File: config.mk
export PLATFORM = sky130hd
export DESIGN_NAME = one_two_bus_demux
export DESIGN_NICKNAME = d
export VERILOG_FILES = /design/src/rtl/one_two_bus_demux.sv
export SDC_FILE = /design/constraint.sdc
export NUM_CORES = 1
export LEC_CHECK = 0
export ABC_AREA = 1
export ABC_CLOCK_PERIOD_IN_PS = 1600
export CAP_MARGIN = 20
export CELL_PAD_IN_SITES_DETAIL_PLACEMENT = 1
export CELL_PAD_IN_SITES_GLOBAL_PLACEMENT = 1
export CORE_ASPECT_RATIO = 0.8
export CORE_MARGIN = 2
export CORE_UTILIZATION = 26
export CTS_CLUSTER_DIAMETER = 100
export DETAILED_ROUTE_END_ITERATION = 10
export PLACE_DENSITY_LB_ADDON = 0.1
export SYNTH_ARGS = -nofsm -noshare
export SYNTH_HDL_FRONTEND = slang
export SYNTH_SLANG_ARGS = --single-unit
File: constraint.sdc
create_clock -name clk -period 1.6 [get_ports clk]
set_input_delay 0.16 -clock clk [delete_from_list [all_inputs] [get_ports clk]]
set_output_delay 0.16 -clock clk [all_outputs]
set_load 0.02 [all_outputs]
File: src/rtl/one_two_bus_demux.sv
// Request-side 1:2 demux for the core data-memory port.
// Registers one request, routes it to the RAM (port 0) or MMIO (port 1) by address
// decode, holds it until accepted, then returns the selected target's response.
// Only one transaction is ever in flight.
module one_two_bus_demux #(
  parameter int unsigned       ADDR_W    = 32,
  parameter int unsigned       DATA_W    = 32,
  parameter logic [ADDR_W-1:0] SEL_MASK  = 32'hF000_0000,
  parameter logic [ADDR_W-1:0] SEL_MATCH = 32'h1000_0000
) (
  input  logic                clk,
  input  logic                reset_n,
  // Upstream (core) side
  input  logic                up_req_valid,
  output logic                up_req_ready,
  input  logic [ADDR_W-1:0]   up_addr,
  input  logic                up_we,
  input  logic [DATA_W-1:0]   up_wdata,
  input  logic [DATA_W/8-1:0] up_wstrb,
  output logic                up_rsp_valid,
  output logic [DATA_W-1:0]   up_rsp_rdata,
  // Port 0: data RAM
  output logic                d0_req_valid,
  input  logic                d0_req_ready,
  output logic [ADDR_W-1:0]   d0_addr,
  output logic                d0_we,
  output logic [DATA_W-1:0]   d0_wdata,
  output logic [DATA_W/8-1:0] d0_wstrb,
  input  logic                d0_rsp_valid,
  input  logic [DATA_W-1:0]   d0_rsp_rdata,
  // Port 1: MMIO
  output logic                d1_req_valid,
  input  logic                d1_req_ready,
  output logic [ADDR_W-1:0]   d1_addr,
  output logic                d1_we,
  output logic [DATA_W-1:0]   d1_wdata,
  output logic [DATA_W/8-1:0] d1_wstrb,
  input  logic                d1_rsp_valid,
  input  logic [DATA_W-1:0]   d1_rsp_rdata,
  // Sticky protocol error
  output logic                spurious_err
);

  localparam int unsigned StrbW = DATA_W / 8;

  typedef enum logic [1:0] {
    StIdle,
    StReq,
    StWait
  } state_e;

  state_e              state_q;
  logic [ADDR_W-1:0]   addr_q;
  logic                we_q;
  logic [DATA_W-1:0]   wdata_q;
  logic [StrbW-1:0]    wstrb_q;
  logic                sel_q;      // 1 = MMIO port
  logic                rsp_valid_q;
  logic [DATA_W-1:0]   rsp_rdata_q;
  logic                err_q;

  logic                sel_hit;
  logic                sel_req_ready;
  logic                sel_rsp_valid;
  logic [DATA_W-1:0]   sel_rsp_rdata;
  logic                spurious;

  // Address decode and selected-port views of the downstream handshakes.
  always_comb begin
    sel_hit       = (up_addr & SEL_MASK) == SEL_MATCH;
    sel_req_ready = sel_q ? d1_req_ready : d0_req_ready;
    sel_rsp_valid = sel_q ? d1_rsp_valid : d0_rsp_valid;
    sel_rsp_rdata = sel_q ? d1_rsp_rdata : d0_rsp_rdata;
    // A response is only legal from the selected port while waiting; the acceptance
    // cycle is still REQ, so a same-cycle response lands here as spurious too.
    if (state_q == StWait) begin
      spurious = sel_q ? d0_rsp_valid : d1_rsp_valid;
    end else begin
      spurious = d0_rsp_valid | d1_rsp_valid;
    end
  end

  // Transaction FSM with request latch, registered response and sticky error.
  always_ff @(posedge clk or negedge reset_n) begin
    if (!reset_n) begin
      state_q     <= StIdle;
      addr_q      <= '0;
      we_q        <= 1'b0;
      wdata_q     <= '0;
      wstrb_q     <= '0;
      sel_q       <= 1'b0;
      rsp_valid_q <= 1'b0;
      rsp_rdata_q <= '0;
      err_q       <= 1'b0;
    end else begin
      rsp_valid_q <= 1'b0;
      if (spurious) begin
        err_q <= 1'b1;
      end
      unique case (state_q)
        StIdle: begin
          if (up_req_valid) begin
            addr_q  <= up_addr;
            we_q    <= up_we;
            wdata_q <= up_wdata;
            wstrb_q <= up_wstrb;
            sel_q   <= sel_hit;
            state_q <= StReq;
          end
        end
        StReq: begin
          if (sel_req_ready) begin
            state_q <= StWait;
          end
        end
        StWait: begin
          if (sel_rsp_valid) begin
            rsp_valid_q <= 1'b1;
            rsp_rdata_q <= we_q ? '0 : sel_rsp_rdata;
            state_q     <= StIdle;
          end
        end
        default: state_q <= StIdle;
      endcase
    end
  end

  // Outputs decoded from state; latched fields fan out to both targets.
  always_comb begin
    up_req_ready = (state_q == StIdle);
    d0_req_valid = (state_q == StReq) && !sel_q;
    d1_req_valid = (state_q == StReq) && sel_q;
    d0_addr      = addr_q;
    d0_we        = we_q;
    d0_wdata     = wdata_q;
    d0_wstrb     = wstrb_q;
    d1_addr      = addr_q;
    d1_we        = we_q;
    d1_wdata     = wdata_q;
    d1_wstrb     = wstrb_q;
    up_rsp_valid = rsp_valid_q;
    up_rsp_rdata = rsp_rdata_q;
    spurious_err = err_q;
  end

endmodule
==> run_summary.xml <==
<?xml version="1.0" encoding="UTF-8"?>
<metrics>
  <group name="floorplan">
    <metric name="die_width" unit="um">161</metric>
    <metric name="die_area" unit="mm2">0.0208</metric>
    <metric name="io_pins" unit="">315</metric>
    <metric name="rows" unit="">45</metric>
    <metric name="floorplan.initialDensity" unit="">0.268</metric>
    <metric name="chipHeight" unit="um">129</metric>
    <metric name="core_box_area" unit="mm2">0.0191</metric>
  </group>
  <group name="yosys">
    <metric name="post-synth-top-count-cell" unit="">sky130_fd_sc_hd__nand2_1</metric>
    <metric name="mappedNetlistArea" unit="mm2">0.00511</metric>
    <metric name="warnings_from_yosys" unit="">0</metric>
    <metric name="netlist_instances" unit="">610</metric>
    <metric name="synth_cell_type_count" unit="">21</metric>
    <metric name="avg_cell_area_syn" unit="um2">8.37</metric>
    <metric name="netlist.area_leader.share" unit="">0.519</metric>
    <metric name="netlist_top_cells_count" unit="">241 x sky130_fd_sc_hd__nand2_1, 106 x sky130_fd_sc_hd__dfrtp_1, 70 x sky130_fd_sc_hd__buf_4, 70 x sky130_fd_sc_hd__nor2_1, 35 x sky130_fd_sc_hd__o21ai_0</metric>
    <metric name="syn_nets" unit="">750</metric>
    <metric name="synth_enable_flop_cells" unit="">0</metric>
    <metric name="synthArstFlopShare" unit="">1.00</metric>
    <metric name="synth-seq-cells" unit="">106</metric>
    <metric name="synth.top_cells.by_area" unit="">sky130_fd_sc_hd__dfrtp_1 52%, sky130_fd_sc_hd__nand2_1 18%, sky130_fd_sc_hd__buf_4 10%</metric>
    <metric name="yosys_most_used_dff" unit="">sky130_fd_sc_hd__dfrtp_1</metric>
    <metric name="synth_seq_area_share" unit="">0.519</metric>
    <metric name="yosys.area.top_type" unit="">sky130_fd_sc_hd__dfrtp_1</metric>
  </group>
  <group name="clocking">
    <metric name="cts.clk_slew.worst_paths" unit="ns">0.07</metric>
    <metric name="clock-root-buffer" unit="">sky130_fd_sc_hd__clkbuf_16</metric>
    <metric name="clock_tree.buffer_depth" unit="">2</metric>
    <metric name="tritoncts" unit="">built</metric>
    <metric name="clk-insertion-delay-late" unit="ns">0.35</metric>
    <metric name="clock_sinks" unit="">106</metric>
    <metric name="cts_max_level" unit="">3</metric>
    <metric name="numCtsBuffers" unit="">9</metric>
  </group>
  <group name="worst_setup_path">
    <metric name="worst-setup-path-type" unit="">reg -&gt; out</metric>
    <metric name="worstRegToRegCells" unit="">6</metric>
    <metric name="startpoint_type" unit="">register</metric>
    <metric name="worst-endpoint-arrival" unit="ns">1.39</metric>
    <metric name="critical_path.cell_chain" unit="">clkdlybuf4s50_1</metric>
    <metric name="crit_path_top_delay_cell" unit="">sky130_fd_sc_hd__clkdlybuf4s50_1</metric>
    <metric name="cp-end-kind" unit="">primary output</metric>
    <metric name="worst_ep_required_time" unit="ns">1.44</metric>
    <metric name="timing.critical_path.buf_inv" unit="">1</metric>
    <metric name="cpLargestDelayFamily" unit="">buffers and inverters</metric>
    <metric name="critPathMaxStageDelay" unit="ns">0.64</metric>
    <metric name="worst-path-max-fanout" unit="">3</metric>
    <metric name="path_depth" unit="">1</metric>
  </group>
  <group name="drt">
    <metric name="first_iter_violations" unit="">234</metric>
    <metric name="route.detailed.vias_per_inst" unit="">4.33</metric>
    <metric name="post-route-drc-count" unit="">0</metric>
    <metric name="routed-via-count" unit="">4845</metric>
    <metric name="detail_route.wirelength" unit="mm">18.8</metric>
    <metric name="drt_pre_antenna_iters" unit="">4</metric>
    <metric name="wire_per_inst" unit="um">16.8</metric>
    <metric name="ant_nets" unit="">0</metric>
  </group>
  <group name="timing">
    <metric name="relSlewSlack" unit="">0.701</metric>
    <metric name="finalSetupViolCount" unit="">0</metric>
    <metric name="accumulated_negative_setup_slack" unit="ns">0</metric>
    <metric name="timing.hold.ws" unit="ns">0.253</metric>
    <metric name="finalCritPeriodShare" unit="">0.971</metric>
    <metric name="report.final.hold_viol_count" unit="">0</metric>
    <metric name="timing.clock.skew" unit="ns">0.00435</metric>
    <metric name="worst_margin_slew" unit="ns">0.444</metric>
    <metric name="min_period" unit="ns">1.55</metric>
    <metric name="finalMaxSlewViolations" unit="">0</metric>
    <metric name="achievable-frequency" unit="MHz">643</metric>
  </group>
  <group name="grt">
    <metric name="grt_start_max_net_pins" unit="">50</metric>
    <metric name="number_of_antenna_violations_at_the_first_check_in_global_routing" unit="">3</metric>
    <metric name="global_route.overflow_total" unit="">0</metric>
    <metric name="first_global_vias" unit="">5207</metric>
    <metric name="grt_util_all_layers" unit="">0.180</metric>
    <metric name="grt_pass1_wl" unit="mm">29.1</metric>
  </group>
  <group name="final_layout">
    <metric name="num-nets-final" unit="">993</metric>
    <metric name="relative_area_change_from_synthesis_to_final_layout" unit="%">64.4</metric>
    <metric name="drive_gt1_frac" unit="">0.0571</metric>
  </group>
  <group name="placed_design">
    <metric name="place.gp.congestion" unit="">0.785</metric>
    <metric name="detailedPlacementHpwl" unit="mm">14.2</metric>
    <metric name="total_of_buffers_placed_on_input_and_output_ports" unit="">314</metric>
  </group>
  <group name="outcome">
    <metric name="status" unit="">complete, no violations</metric>
  </group>
  <group name="pwr">
    <metric name="power.leakage" unit="nW">4.00</metric>
    <metric name="power_density" unit="mW/mm2">2040</metric>
    <metric name="ir_worst_vdd" unit="uV">1090</metric>
  </group>
  <group name="flow_run">
    <metric name="cap_violations" unit="">0</metric>
  </group>
  <group name="hold_path">
    <metric name="worst_hold_path_type" unit="">in -&gt; async</metric>
  </group>
</metrics>
-- stage by stage --
step / instance area [um2] / std cells / util / power, mW / setup slack, ns
4_1_cts: 8360 / 1116 / 0.438 / 17.5 / 0.00323
2_1_floorplan: 5110 / 610 / - / 10.7 / 0.321
3_5_place_dp: 8080 / 1099 / 0.423 / 15.3 / 0.0287
3_3_place_gp: 8080 / 1099 / 0.423 / 15.1 / 0.0260
6_report: 8400 / 1119 / 0.440 / 17.1 / 0.0457
5_1_grt: 8390 / 1118 / 0.440 / 18.3 / -0.00718
-- routing by layer --
layer,track usage,part of all wire
met3,0.0528,0.070
met5,0,0
met4,0.0498,0.0087
met1,0.227,0.43
met2,0.303,0.49
-- worst paths after layout --
kind,start,slack (ns),endpoint
worst max-delay path,d0_wdata[25],0.05,d0_wdata[25]
worst min-delay path,reset_n,0.25,up_rsp_rdata[10]
worst max register to register,state_q[0],0.19,sel_q
worst min register to register,d0_wdata[0],0.51,d0_wdata[0]
max in group asynchronous,reset_n,0.77,d0_wdata[5]
min in group clk,up_addr[25],0.34,d0_addr[25]
-- state kept, by name, indices dropped and copies added, names as in the netlist --
name,flops
up_rsp_rdata,32
state_q,2
spurious_err,1
sel_q,1
up_rsp_valid,1
d0_wstrb,4
d0_addr,32
d0_wdata,32
d0_we,1
-- where the power goes --
| group | internal (mW) | switching [mW] |
|---|---|---|
| Combinational | 4.60 | 5.43 |
| Clock | 1.11 | 1.03 |
| Sequential | 3.94 | 1.04 |
| Total | 9.64 | 7.50 |
-- final cells by class --
cell class	instances	area, um2
fill	2181	10700
timing repair buffer	335	3390
sequential	106	2650
multi-input combinational	393	1700
tap	258	323
clock buffer	11	243
clock inverter	5	37.5
inverter	8	35.0
antenna	3	7.51
-- worst reg2reg max path, stage by stage, from the launching register on --
cell and delay, ns:
sky130_fd_sc_hd__dfrtp_1 0.45, sky130_fd_sc_hd__nor2_4 0.15, sky130_fd_sc_hd__nand2_4 0.10, sky130_fd_sc_hd__inv_2 0.11, sky130_fd_sc_hd__buf_12 0.16, sky130_fd_sc_hd__nand3_1 0.09, sky130_fd_sc_hd__o21ai_0 0.20
-- cells by family after synthesis --
family | after synthesis | synth area share
AOI/OAI and AO/OA | 67 | 0.0814
buffers and inverters | 111 | 0.147
DFF | 106 | 0.519
muxes | 1 | 0.00221
and+or+nand+nor | 325 | 0.250
-- placed cells by master, fill, tap and decap left out --
master | netlist | layout
sky130_fd_sc_hd__dlymetal6s2s_1 | 0 | 12
sky130_fd_sc_hd__clkbuf_1 | 5 | 1
sky130_fd_sc_hd__clkdlybuf4s15_1 | 0 | 1
sky130_fd_sc_hd__nand2_4 | 2 | 2
sky130_fd_sc_hd__clkbuf_16 | 0 | 9
sky130_fd_sc_hd__clkinv_4 | 0 | 1
sky130_fd_sc_hd__o21ai_0 | 35 | 35
sky130_fd_sc_hd__nor3_1 | 2 | 2
sky130_fd_sc_hd__nand2_1 | 241 | 241
sky130_fd_sc_hd__inv_1 | 4 | 4
sky130_fd_sc_hd__dlygate4sd3_1 | 0 | 1
sky130_fd_sc_hd__clkinv_2 | 0 | 1
sky130_fd_sc_hd__nor2_1 | 70 | 70
sky130_fd_sc_hd__nand2_2 | 2 | 2
sky130_fd_sc_hd__nand3b_1 | 1 | 1
sky130_fd_sc_hd__buf_12 | 0 | 6
sky130_fd_sc_hd__nor2_8 | 1 | 1
sky130_fd_sc_hd__mux2_2 | 1 | 1
sky130_fd_sc_hd__dlygate4sd2_1 | 0 | 5
sky130_fd_sc_hd__clkbuf_8 | 0 | 1
sky130_fd_sc_hd__clkinvlp_4 | 0 | 2
sky130_fd_sc_hd__dfrtp_2 | 0 | 1
sky130_fd_sc_hd__diode_2 | 0 | 3
sky130_fd_sc_hd__clkdlybuf4s50_1 | 0 | 294
sky130_fd_sc_hd__o211ai_1 | 32 | 32
sky130_fd_sc_hd__nand3_1 | 5 | 5
sky130_fd_sc_hd__clkbuf_2 | 4 | 1
sky130_fd_sc_hd__nor2_4 | 1 | 1
sky130_fd_sc_hd__inv_6 | 1 | 2
sky130_fd_sc_hd__inv_2 | 3 | 3
sky130_fd_sc_hd__buf_4 | 70 | 15
sky130_fd_sc_hd__dfrtp_1 | 106 | 105
-- repair_timing --
item,4_1_cts,5_1_grt
buffers inserted,0,0
gates resized for setup,8,15
endpoints found under the setup margin,8,16
hold buffers,1,0
hold endpoints to repair,14,0
(Power assumes the default switching activity.)
